## src/rtl/ddp_hdr_parse_pkg.sv

```systemverilog
// Shared definitions for the receive-side DDP header parser: opcodes, DDP
// header field positions and the accumulator control encoding.
package ddp_hdr_parse_pkg;

    localparam int MAX_PIECES  = 4;
    localparam int PIECE_LEN_W = 9;
    localparam int QN_W        = 4;
    localparam int PID_W       = 3;
    localparam int LEN_TOT_W   = MAX_PIECES * PIECE_LEN_W;
    localparam int QN_TOT_W    = MAX_PIECES * QN_W;

    localparam logic [3:0] OP_SEND    = 4'b0000;
    localparam logic [3:0] OP_RCV     = 4'b0001;
    localparam logic [3:0] OP_REQ     = 4'b0011;
    localparam logic [3:0] OP_WR_DONE = 4'b0101;
    localparam logic [3:0] OP_ACK     = 4'b0111;
    localparam logic [3:0] OP_RD_DONE = 4'b1001;

    // DDP header layout: {PID, QN, LEN}
    localparam int PID_HI = 15;
    localparam int PID_LO = 13;
    localparam int QN_HI  = 12;
    localparam int QN_LO  = 9;
    localparam int LEN_HI = 8;
    localparam int LEN_LO = 0;

    localparam int CTRL_SOP = 7;
    localparam int CTRL_EOP = 6;

    localparam logic [PIECE_LEN_W-1:0] REQ_DDP_LEN = 9'd6;
    localparam logic [PIECE_LEN_W-1:0] ACK_DDP_LEN = 9'd4;

    typedef enum logic {
        ST_IDLE,
        ST_ACCUM
    } state_e;

    typedef enum logic [1:0] {
        ACC_HOLD,
        ACC_LOAD,
        ACC_APPEND,
        ACC_CLEAR
    } acc_op_e;

    // A zero-length piece is stored as 0 rather than wrapping to all ones.
    function automatic logic [PIECE_LEN_W-1:0] len_m1(input logic [PIECE_LEN_W-1:0] len);
        return (len == '0) ? '0 : len - 9'd1;
    endfunction

endpackage

```

## src/rtl/ddp_piece_acc.sv

```systemverilog
// Per-SEND piece accumulator: expected PID plus packed length and queue-number
// slots. The next-state values are exported so a record can include the piece
// being appended in the same cycle.
module ddp_piece_acc
    import ddp_hdr_parse_pkg::*;
(
    input  logic                   clock,
    input  logic                   reset,
    input  acc_op_e                op_i,
    input  logic [PID_W-1:0]       pid_i,
    input  logic [PIECE_LEN_W-1:0] len_m1_i,
    input  logic [QN_W-1:0]        qn_i,
    output logic [PID_W-1:0]       exp_pid_o,
    output logic [LEN_TOT_W-1:0]   len_o,
    output logic [LEN_TOT_W-1:0]   len_nxt_o,
    output logic [QN_TOT_W-1:0]    qn_o,
    output logic [QN_TOT_W-1:0]    qn_nxt_o
);

    logic [PID_W-1:0]     exp_pid_q, exp_pid_d;
    logic [LEN_TOT_W-1:0] len_q, len_d;
    logic [QN_TOT_W-1:0]  qn_q, qn_d;

    always_comb begin
        exp_pid_d = exp_pid_q;
        len_d     = len_q;
        qn_d      = qn_q;
        case (op_i)
            ACC_LOAD: begin
                len_d                         = '0;
                len_d[PIECE_LEN_W-1:0]        = len_m1_i;
                qn_d                          = '0;
                qn_d[QN_TOT_W-1 -: QN_W]      = qn_i;
                exp_pid_d                     = 3'd1;
            end
            ACC_APPEND: begin
                for (int k = 0; k < MAX_PIECES; k++) begin
                    if (pid_i == 3'(k)) begin
                        len_d[k*PIECE_LEN_W +: PIECE_LEN_W] = len_m1_i;
                        qn_d[QN_TOT_W-1-k*QN_W -: QN_W]     = qn_i;
                    end
                end
                exp_pid_d = exp_pid_q + 3'd1;
            end
            ACC_CLEAR: begin
                len_d     = '0;
                qn_d      = '0;
                exp_pid_d = '0;
            end
            default: ;
        endcase
    end

    always_ff @(posedge clock or negedge reset) begin
        if (!reset) begin
            exp_pid_q <= '0;
            len_q     <= '0;
            qn_q      <= '0;
        end else begin
            exp_pid_q <= exp_pid_d;
            len_q     <= len_d;
            qn_q      <= qn_d;
        end
    end

    assign exp_pid_o = exp_pid_q;
    assign len_o     = len_q;
    assign len_nxt_o = len_d;
    assign qn_o      = qn_q;
    assign qn_nxt_o  = qn_d;

endmodule

```

## src/rtl/ddp_hdr_parse.sv

```systemverilog
// Receive-side DDP parser: validates REQ/ACK frames, reassembles multi-piece
// SENDs into one record and pushes records downstream through a one-deep output register.
module ddp_hdr_parse
    import ddp_hdr_parse_pkg::*;
(
    input  logic                 clock,
    input  logic                 reset,
    input  logic [55:0]          pkt2DdpRdmapHeader,
    input  logic [7:0]           pkt2DdpRdmapCtrl,
    input  logic [15:0]          pkt2DdpDdpHeader,
    input  logic [7:0]           pkt2DdpDdpCtrl,
    input  logic                 pkt2DdpValid,
    output logic                 ddpInReady,
    output logic [55:0]          ddp2RdmapHeader,
    output logic [7:0]           ddp2RdmapCtrl,
    output logic [2:0]           ddp2RdmapNum,
    output logic [LEN_TOT_W-1:0] ddp2RdmapLen,
    output logic [QN_TOT_W-1:0]  ddp2RdmapQN,
    output logic                 ddp2RdmapErr,
    output logic                 ddp2RdmapValid,
    input  logic                 rdmapFull
);

    state_e               state_q, state_d;
    logic [55:0]          hdr_q, hdr_d;
    logic [7:0]           ctrl_q, ctrl_d;
    logic                 zero_err_q, zero_err_d;
    logic                 out_pending_q;
    logic [55:0]          out_hdr_q;
    logic [7:0]           out_ctrl_q;
    logic [2:0]           out_num_q;
    logic [LEN_TOT_W-1:0] out_len_q;
    logic [QN_TOT_W-1:0]  out_qn_q;
    logic                 out_err_q;

    logic                 build;
    logic [55:0]          rec_hdr;
    logic [7:0]           rec_ctrl;
    logic [2:0]           rec_num;
    logic [LEN_TOT_W-1:0] rec_len;
    logic [QN_TOT_W-1:0]  rec_qn;
    logic                 rec_err;

    acc_op_e              acc_op;
    logic [PID_W-1:0]     acc_exp_pid;
    logic [LEN_TOT_W-1:0] acc_len, acc_len_nxt;
    logic [QN_TOT_W-1:0]  acc_qn, acc_qn_nxt;

    logic                   accept;
    logic [3:0]             in_op;
    logic                   in_sop, in_eop, in_len_zero;
    logic [PID_W-1:0]       in_pid;
    logic [QN_W-1:0]        in_qn;
    logic [PIECE_LEN_W-1:0] in_len;
    logic                   unused_ddp_ctrl;

    assign accept          = pkt2DdpValid & ~out_pending_q;
    assign in_op           = pkt2DdpRdmapCtrl[3:0];
    assign in_sop          = pkt2DdpDdpCtrl[CTRL_SOP];
    assign in_eop          = pkt2DdpDdpCtrl[CTRL_EOP];
    assign in_pid          = pkt2DdpDdpHeader[PID_HI:PID_LO];
    assign in_qn           = pkt2DdpDdpHeader[QN_HI:QN_LO];
    assign in_len          = pkt2DdpDdpHeader[LEN_HI:LEN_LO];
    assign in_len_zero     = (in_len == '0);
    assign unused_ddp_ctrl = ^pkt2DdpDdpCtrl[5:0];

    ddp_piece_acc u_acc (
        .clock     (clock),
        .reset     (reset),
        .op_i      (acc_op),
        .pid_i     (in_pid),
        .len_m1_i  (len_m1(in_len)),
        .qn_i      (in_qn),
        .exp_pid_o (acc_exp_pid),
        .len_o     (acc_len),
        .len_nxt_o (acc_len_nxt),
        .qn_o      (acc_qn),
        .qn_nxt_o  (acc_qn_nxt)
    );

    always_comb begin
        state_d    = state_q;
        hdr_d      = hdr_q;
        ctrl_d     = ctrl_q;
        zero_err_d = zero_err_q;
        acc_op     = ACC_HOLD;
        build      = 1'b0;
        rec_hdr    = pkt2DdpRdmapHeader;
        rec_ctrl   = pkt2DdpRdmapCtrl;
        rec_num    = 3'd1;
        rec_len    = '0;
        rec_qn     = '0;
        rec_err    = 1'b0;
        if (accept) begin
            case (state_q)
                ST_IDLE: begin
                    case (in_op)
                        OP_REQ, OP_ACK: begin
                            build   = 1'b1;
                            rec_err = ~(in_sop & in_eop) |
                                      (in_len != ((in_op == OP_REQ) ? REQ_DDP_LEN : ACK_DDP_LEN));
                        end
                        OP_SEND: begin
                            if (in_sop && in_pid == '0) begin
                                acc_op     = ACC_LOAD;
                                hdr_d      = pkt2DdpRdmapHeader;
                                ctrl_d     = pkt2DdpRdmapCtrl;
                                zero_err_d = in_len_zero;
                                if (in_eop) begin
                                    build   = 1'b1;
                                    rec_len = acc_len_nxt;
                                    rec_qn  = acc_qn_nxt;
                                    rec_err = in_len_zero;
                                end else begin
                                    state_d = ST_ACCUM;
                                end
                            end else begin
                                build   = 1'b1;
                                rec_err = 1'b1;
                            end
                        end
                        OP_RCV, OP_WR_DONE, OP_RD_DONE: ;
                        default: ;
                    endcase
                end
                ST_ACCUM: begin
                    rec_hdr  = hdr_q;
                    rec_ctrl = ctrl_q;
                    build    = in_eop;
                    if (in_op == OP_SEND && !in_sop && in_pid == acc_exp_pid &&
                        acc_exp_pid < 3'(MAX_PIECES)) begin
                        acc_op     = ACC_APPEND;
                        zero_err_d = zero_err_q | in_len_zero;
                        rec_num    = in_pid + 3'd1;
                        rec_len    = acc_len_nxt;
                        rec_qn     = acc_qn_nxt;
                        rec_err    = zero_err_q | in_len_zero;
                        if (in_eop) begin
                            state_d = ST_IDLE;
                        end
                    end else begin
                        // Offending frame is swallowed; report what was gathered.
                        build      = 1'b1;
                        acc_op     = ACC_CLEAR;
                        zero_err_d = 1'b0;
                        rec_num    = acc_exp_pid;
                        rec_len    = acc_len;
                        rec_qn     = acc_qn;
                        rec_err    = 1'b1;
                        state_d    = ST_IDLE;
                    end
                end
                default: state_d = ST_IDLE;
            endcase
        end
    end

    always_ff @(posedge clock or negedge reset) begin
        if (!reset) begin
            state_q       <= ST_IDLE;
            hdr_q         <= '0;
            ctrl_q        <= '0;
            zero_err_q    <= 1'b0;
            out_pending_q <= 1'b0;
            out_hdr_q     <= '0;
            out_ctrl_q    <= '0;
            out_num_q     <= '0;
            out_len_q     <= '0;
            out_qn_q      <= '0;
            out_err_q     <= 1'b0;
        end else begin
            state_q    <= state_d;
            hdr_q      <= hdr_d;
            ctrl_q     <= ctrl_d;
            zero_err_q <= zero_err_d;
            if (build) begin
                out_pending_q <= 1'b1;
                out_hdr_q     <= rec_hdr;
                out_ctrl_q    <= rec_ctrl;
                out_num_q     <= rec_num;
                out_len_q     <= rec_len;
                out_qn_q      <= rec_qn;
                out_err_q     <= rec_err;
            end else if (out_pending_q && !rdmapFull) begin
                out_pending_q <= 1'b0;
            end
        end
    end

    assign ddpInReady      = ~out_pending_q;
    assign ddp2RdmapValid  = out_pending_q & ~rdmapFull;
    assign ddp2RdmapHeader = out_hdr_q;
    assign ddp2RdmapCtrl   = out_ctrl_q;
    assign ddp2RdmapNum    = out_num_q;
    assign ddp2RdmapLen    = out_len_q;
    assign ddp2RdmapQN     = out_qn_q;
    assign ddp2RdmapErr    = out_err_q;

endmodule

```

## config.mk

```make
export PLATFORM = sky130hd
export DESIGN_NAME = ddp_hdr_parse
export DESIGN_NICKNAME = d
export VERILOG_FILES = /design/src/rtl/ddp_hdr_parse_pkg.sv /design/src/rtl/ddp_piece_acc.sv /design/src/rtl/ddp_hdr_parse.sv
export SDC_FILE = /design/constraint.sdc
export NUM_CORES = 1
export LEC_CHECK = 0
export CAP_MARGIN = 10
export CORE_ASPECT_RATIO = 0.75
export CORE_MARGIN = 5
export CORE_UTILIZATION = 47
export DETAILED_ROUTE_END_ITERATION = 16
export PLACE_DENSITY_LB_ADDON = 0.25
export SLEW_MARGIN = 20
export SYNTH_ARGS = -nofsm -noshare
export SYNTH_HDL_FRONTEND = slang
export SYNTH_SLANG_ARGS = --single-unit
```

## constraint.sdc

```tcl
create_clock -name clock -period 2 [get_ports clock]
set_input_delay 0.4 -clock clock [delete_from_list [all_inputs] [get_ports clock]]
set_output_delay 0.4 -clock clock [all_outputs]
set_load 0.05 [all_outputs]
```

---- Word level (Yosys, flattened, before mapping) ----
Index checks and enable logic that the tools add are counted.
W data, S select, Z words.
word-level totals
  register bits ........................... 242
  input port bits ......................... 92
  word-level logic and storage cells ...... 114
  output and inout bits ................... 122
cells by class
  magnitude comparators ................... 1
  equal/unequal tests ..................... 12
  bitwise operators ....................... 9
  $add $sub $neg .......................... 3
  muxes and demuxes ....................... 60
  reductions and logical operators ........ 15
operators by type and width
  cell                   number
  $mux W36               5
  $mux W56               2
  $pmux W36 S3           1
  $mux W16               5
  $pmux W36 S2           1
  $pmux W16 S3           1
  $mux W9                5
  $pmux W16 S2           1
  $mux W1                20
  $mux W4                4
  $mux W8                2
  $pmux W1 S2            6
  $logic_not A9 Y1       1
  $mux W3                3
  $ne A9 B3 Y1           1
  $pmux W3 S3            1
  $sub A9 B1 Y9 const B  1
  $add A3 B1 Y3 const B  2
  $eq A3 B2 Y1 const B   2
  $logic_and A1 B1 Y1    5
  $eq A2 B2 Y1 const B   2
  $eq A4 B2 Y1 const B   1
  $eq A4 B3 Y1 const B   1
  $logic_not A4 Y1       1
  other kinds (17)       26

---- Logic depth before layout (Yosys ltp) ----
  depth after elaboration ................. 14
  mapped depth ............................ 11
  mapped depth without buffers ............ 8

---- Hierarchy ----
Synthesis repeated with hierarchy kept, for this count alone.
unflattened totals
  cell total of the unflattened synthesis .. 898
  area, all modules ....................... 11591.1 um^2
by module, submodules not included
  module         seq. area each (um^2)  area an instance (um^2)  instances  cells an instance
  ddp_hdr_parse  4679.5                 9355.2                   1          736
  ddp_piece_acc  1376.3                 2235.9                   1          162

---- Least setup slack after synthesis ----
OpenSTA, ideal clock, no wires.
  kind .................................... input -> register
  start ................................... in pkt2DdpRdmapCtrl[3]
  end ..................................... reg out_len_q[12] (netlist: ddp2RdmapLen[12])
  stages .................................. 8
  path slack .............................. -433 ps
  setup time .............................. 123 ps
  arrival time ............................ 2311 ps
  path buffers ............................ 3
  data required time ...................... 1877 ps
  cell sequence ........................... or4_1 -> clkbuf_1 -> nor4_4 -> nand2_2 -> o21a_1 -> buf_2 -> buf_2 -> o221a_2
between the ends
  cells in the longest elaborated chain, start to end .. 14
  elaborated cells between the ends (all ways) .. 25
  those cells by class .................... eq/ne: 5; mux: 15; reduce/logical: 5
ends and longest elaborated chain
  item                                          line                                       RTL
  start: declaration                            ddp_hdr_parse.sv:9                         input logic [7:0] pkt2DdpRdmapCtrl,
  $logic_not A4 Y1                              ddp_hdr_parse.sv:97, ddp_hdr_parse.sv:130
  $logic_and A1 B1 Y1 (3 in a row)              ddp_hdr_parse.sv:130                       if (in_op == OP_SEND && !in_sop && in_pid == acc_exp_pid &&
  $mux W1                                       ddp_hdr_parse.sv:130
  $pmux W2 S2                                   ddp_hdr_parse.sv:95                        case (state_q)
  $mux W2                                       ddp_hdr_parse.sv:94                        if (accept) begin
  $eq A2 B2 Y1 or $eq A2 B1 Y1 (tied branches)  ddp_piece_acc.sv:28                        case (op_i)
  $pmux W36 S3                                  ddp_piece_acc.sv:28
  $mux W36                                      ddp_hdr_parse.sv:109                       if (in_eop) begin
  $mux W36                                      ddp_hdr_parse.sv:104                       if (in_sop && in_pid == '0) begin
  $mux W36                                      ddp_hdr_parse.sv:97                        case (in_op)
  $pmux W36 S2                                  ddp_hdr_parse.sv:95
  $mux W36                                      ddp_hdr_parse.sv:94
  end signal: assignment                        ddp_hdr_parse.sv:181                       out_len_q <= rec_len;
  end: declaration                              ddp_hdr_parse.sv:32                        logic [LEN_TOT_W-1:0] out_len_q;
Several ways; a longest one is shown, not always the timed one.
A chain may end at the register's enable or synchronous reset.

---- Final worst setup path ----
  start ................................... in pkt2DdpValid
  end ..................................... reg out_len_q[30] (netlist: ddp2RdmapLen[30])
between the ends
  cells in the longest elaborated chain, start to end .. 9
  elaborated cells between the ends (all ways) .. 13
  those cells by class .................... eq/ne: 3; mux: 9; bitwise: 1
ends and longest elaborated chain
  item                                          line                  RTL
  start: declaration                            ddp_hdr_parse.sv:12   input logic pkt2DdpValid,
  $and A1 B1 Y1 (*)                             ddp_hdr_parse.sv:57   assign accept = pkt2DdpValid & ~out_pending_q;
  $mux W2 (*)                                   ddp_hdr_parse.sv:94
  $eq A2 B2 Y1 or $eq A2 B1 Y1 (tied branches)  ddp_piece_acc.sv:28
  $pmux W36 S3 (*)                              ddp_piece_acc.sv:28
  named net acc_len_nxt[30]                     ddp_hdr_parse.sv:46   logic [LEN_TOT_W-1:0] acc_len, acc_len_nxt;
  $mux W36                                      ddp_hdr_parse.sv:109
  $mux W36                                      ddp_hdr_parse.sv:104
  $mux W36                                      ddp_hdr_parse.sv:97
  $pmux W36 S2 (*)                              ddp_hdr_parse.sv:95
  $mux W36 (*)                                  ddp_hdr_parse.sv:94
Mark *: on every way through the listed nets, which the timed path passes. The rest lies on a longest branch.

==> impl_summary.txt <==
----------------------------------------------------
[Timing]
  Relative slew margins ... 59.27%
  Timing-limited maximum frequency ... around 0.47 GHz
  Final Max Slew Viols ... 0
  Slew at the pin closest to its max-slew limit ... just over 0.6 ns
  Unrepaired setup endpoints after global routing ... yes
  Final setup vio count ... 73
  Setup clock skew after layout ... between 0.009 and 0.01 ns
  Final hold vios ... 0
  Time the final worst path needs with I/O delays and setup ... roughly 2.1 ns
  Tcrit/Tclk final ... 106.8%
  Post-route worst setup slack ... -0.1367 ns

[Job]
  Max-capacitance violation count ... 0

[Worst setup path]
  Number of buffer and inverter instances along the worst setup path ... 3
  Cell with the largest stage delay on the worst path ... sky130_fd_sc_hd__clkdlybuf4s50_1
  Launching element type of the critical path ... primary input
  Slowest Stage Delay on Critical Path ... about 0.60 ns
  R2r startpoint ... u_acc.exp_pid_o[0]
  Critical path, cell by cell ... clkdlybuf4s50_1 > nor2b_2 > buf_4 > nand4_1 > o21ai_4 > clkbuf_16 > a21oi_2 > o221a_2
  Reg2reg path depth ... 9
  Critical path endpoint category ... register
  Reg2Reg Capture Point ... ddp2RdmapLen[30]
  Kind of cell with the highest combined delay on the critical path ... buffers and inverters
  Worst Path Required ... 2.41 ns
  Peak fanout along the critical path ... 7
  Start point of the critical path ... pkt2DdpValid
  Start-to-end type of the worst setup path ... in2reg
  Reg2Reg Setup Slack ... -0.12 ns
  Data arrival time of the critical path ... 2.54 ns

[Routing]
  DRC violation count after routing ... 0
  Via count ... 10920
  Final routed wire length divided by cell count ... 19.54 microns
  Detailed Route WL ... 37810 microns
  Initial drt markers ... 841
  Total iterations of the first detailed-routing run ... 5
  Detailed-route vias per instance ... approximately 5.6
  Post-detailed-route count of antenna-violating nets ... 0

[GRT]
  Overall fraction of global-route tracks in use ... 26.28%
  Largest net degree at the start of global routing ... 77
  Remaining global-route overflow ... 0
  Initial antenna violation count ... 0
  First-pass GRT wire length ... 57720 microns
  Number of global-route vias before repair ... roughly 11000

[Clock network]
  CTS tree ... built
  Largest buffer count on any clock path ... 3
  Worst-path clk slew ... roughly 0.060 ns
  CTS sink cnt ... 242
  Number of buffers added by the clock tree synthesis step ... 24
  Clock latency reported for the late side of the worst-skew pair ... 0.52 ns
  Count of H-tree levels built during CTS ... 1
  Clock tree root buffer cell ... sky130_fd_sc_hd__clkbuf_16

[Status]
  Run status ... complete, but fails checks
  Violations in the final reports ... setup timing

[Logic synthesis]
  Most area-hungry cell type in the Yosys netlist ... sky130_fd_sc_hd__dfrtp_1
  Average instance area after synthesis ... 8.659 sq um
  Share of synthesized flip-flops with an asynchronous set or reset ... 100.0%
  Count of distinct cell types in the synthesized netlist ... slightly above 50
  Number of synthesized flops with an enable pin ... 0
  Nets in the synthesized netlist ... 1369
  Total of flip-flops plus latches after synthesis ... 242
  Cell count after synthesis ... 1270
  Register area share after synthesis ... 55.07%
  Cells taking the most area after synthesis ... sky130_fd_sc_hd__dfrtp_1, sky130_fd_sc_hd__nand2_1, sky130_fd_sc_hd__o21ai_0, sky130_fd_sc_hd__a31oi_1, sky130_fd_sc_hd__nor2_1
  Most used DFF post-synth ... sky130_fd_sc_hd__dfrtp_1
  Count of synthesis-stage warnings from yosys ... 0
  Synthesized area ... 0.01100 sq mm
  Post-synth top area share ... 55.07%

[Finish]
  Share of the core filled with cells ... 73.35%
  Footprint of the multi-input gates ... roughly 0.0055 sq mm
  Post-synthesis to final-layout area growth ... 53.43%
  Proportion of layout cells with a drive suffix above 1 ... 29.79%
  Fill count ... 1600
  Total Nets Final ... 1719
  Diodes inserted ... 0
  Final standard cell area without fillers ... approximately 0.017 sq mm
  Combined flip-flop and latch cell area ... slightly above 0.006 sq mm

[Power]
  Reported leakage power ... 7.845 nW
  Total power draw ... 13.55 mW
  Maximum vdd drop ... approximately 0.0007 V
  Pwr dens ... 802.8 mW/mm^2

[Die]
  Number of primary I/O pins ... 214
  DIE HEIGHT ... 142.5 microns
  Area of the die ... 0.02659 sq mm
  Starting utilization of the core area ... a little under half
  Placeable core region ... 0.02300 sq mm
  Row count ... 48
  Die width ... around 190 microns

[Worst hold path]
  Class of the worst hold path ... in2reg
  Endpoint with the worst hold slack ... ddp2RdmapCtrl[3]
  Origin of the worst min-delay path ... pkt2DdpRdmapCtrl[3]
  Hold path cells ... 4

[Place]
  Port Buffers ... 207
  Routability-driven placement congestion ratio ... 0.9367
  Placed Instance Area ... 0.01438 sq mm
  Final HPWL DP ... 23480 microns

----------------------------------------------------
-- cells by family (layout without fill, tap and decap cells) --
| group | Yosys count | in the layout | share of synthesized area [%] |
|---|---|---|---|
| XOR/XNOR | 6 | 6 | 0.4780 |
| AO/OA/AOI/OAI | 298 | 298 | 16.78 |
| AND/OR/NAND/NOR | 605 | 605 | 22.37 |
| flip-flops | 242 | 242 | 55.07 |
| multiplexers | 4 | 4 | 0.3755 |
| buffers and inverters | 108 | 473 | 4.130 |
| adder cells (fa/ha/maj) | 7 | 7 | 0.7964 |
-- metrics by stage --
step	setup WS (ns)	instances	setup TNS, ns	hold WS, ns
6_report	-0.1367	1935	-3.232	0.2874
5_1_grt	-0.1821	1935	-8.317	0.2937
4_1_cts	-0.1292	1920	-3.297	0.3591
3_5_place_dp	-0.9184	1839	-166.21	0.3057
3_3_place_gp	-0.8703	1839	-157.65	0.2991
2_1_floorplan	-0.3983	1270	-46.84	0.1044
-- how the worst max path moves through the flow --
stage / endpoint / slack, ns / cells past startpoint
5_1_grt: ddp2RdmapLen[23] / -0.18 / 10
2_1_floorplan: ddp2RdmapCtrl[5] / -0.40 / 10
4_1_cts: ddp2RdmapLen[15] / -0.13 / 9
6_report: ddp2RdmapLen[30] / -0.14 / 8
3_3_place_gp: ddp2RdmapLen[16] / -0.87 / 8
3_5_place_dp: ddp2RdmapLen[16] / -0.92 / 8
-- flip-flops by register name, summed over array words and instances, names as in the netlist, 8 cells and up --
register and flops:
ddp2RdmapHeader 56, hdr_q 56, ddp2RdmapLen 36, u_acc.len_o 36
ddp2RdmapQN 16, u_acc.qn_o 16, ctrl_q 8, ddp2RdmapCtrl 8
-- report_power, final --
group | switching (mW) | internal [mW]
Combinational | 2.24 | 1.06
Clock | 1.91 | 2.68
Sequential | 0.307 | 5.36
-- area by class of cell --
cell class	count	share of cell area (%)
Clock buffer	32	4.101
Clock inverter	9	0.5784
Inverter	20	0.4449
Multi-Input combinational cell	920	32.51
Sequential cell	242	35.90
Tap cell	300	2.225
Timing Repair Buffer	412	24.24
-- synth_stat cells (all sizes together), types with 5 or more instances --
| master | instances |
|---|---|
| nand2 | 438 |
| dfrtp | 242 |
| o21ai | 104 |
| nor2 | 97 |
| a31oi | 71 |
| clkbuf | 56 |
| a21oi | 47 |
| buf | 32 |
| a22oi | 24 |
| nand3 | 24 |
| inv | 20 |
| o31ai | 12 |
| or4 | 12 |
| a22o | 11 |
| and2 | 8 |
| o221a | 8 |
| a211oi | 7 |
| ha | 7 |
| nand4 | 6 |
| nor4 | 5 |
-- metal layers --
layer	up-vias	share of wire, %	GRT usage [%]
li1	5005	-	-
met1	5350	42	37.46
met2	466	47	41.61
met3	96	7.9	5.199
met4	0	3.2	7.244
met5	-	0	0
-- worst min-delay path, cell delays in order --
cell,delay (ns)
sky130_fd_sc_hd__clkbuf_2,0.09
sky130_fd_sc_hd__buf_4,0.14
sky130_fd_sc_hd__nand2_1,0.06
sky130_fd_sc_hd__a31oi_1,0.07
-- cells in the final DEF (no fill, tap or decap), types with 6 or more instances in the layout --
master and count:
sky130_fd_sc_hd__clkinv_2 6, sky130_fd_sc_hd__or4_4 6, sky130_fd_sc_hd__a21oi_4 13, sky130_fd_sc_hd__a31oi_1 69, sky130_fd_sc_hd__dfrtp_1 241, sky130_fd_sc_hd__nand2_1 397
sky130_fd_sc_hd__inv_1 19, sky130_fd_sc_hd__buf_8 7, sky130_fd_sc_hd__nand4_1 6, sky130_fd_sc_hd__nor2_2 11, sky130_fd_sc_hd__clkbuf_16 29, sky130_fd_sc_hd__buf_4 177
sky130_fd_sc_hd__a22o_1 11, sky130_fd_sc_hd__o221a_2 8, sky130_fd_sc_hd__a22oi_2 21, sky130_fd_sc_hd__nand3_1 21, sky130_fd_sc_hd__clkdlybuf4s50_1 72, sky130_fd_sc_hd__or4_1 6
sky130_fd_sc_hd__a21oi_1 11, sky130_fd_sc_hd__nor2_4 7, sky130_fd_sc_hd__nor2_1 79, sky130_fd_sc_hd__a21oi_2 23, sky130_fd_sc_hd__and2_1 7, sky130_fd_sc_hd__dlygate4sd2_1 79
sky130_fd_sc_hd__buf_6 32, sky130_fd_sc_hd__o21ai_0 51, sky130_fd_sc_hd__nand2_2 28, sky130_fd_sc_hd__o21ai_2 14, sky130_fd_sc_hd__nand2_4 13, sky130_fd_sc_hd__buf_12 27
sky130_fd_sc_hd__o21ai_1 37
-- what timing repair did --
item | CTS | global route
gates resized for setup | 280 | 143
endpoints found under the setup margin | 298 | 164
hold buffers | 1 | 0
hold endpoints to repair | 36 | 0
buffers inserted | 31 | 15
gates cloned | 10 | 3
pin swaps | 72 | 75
(Power assumes the default switching activity.)
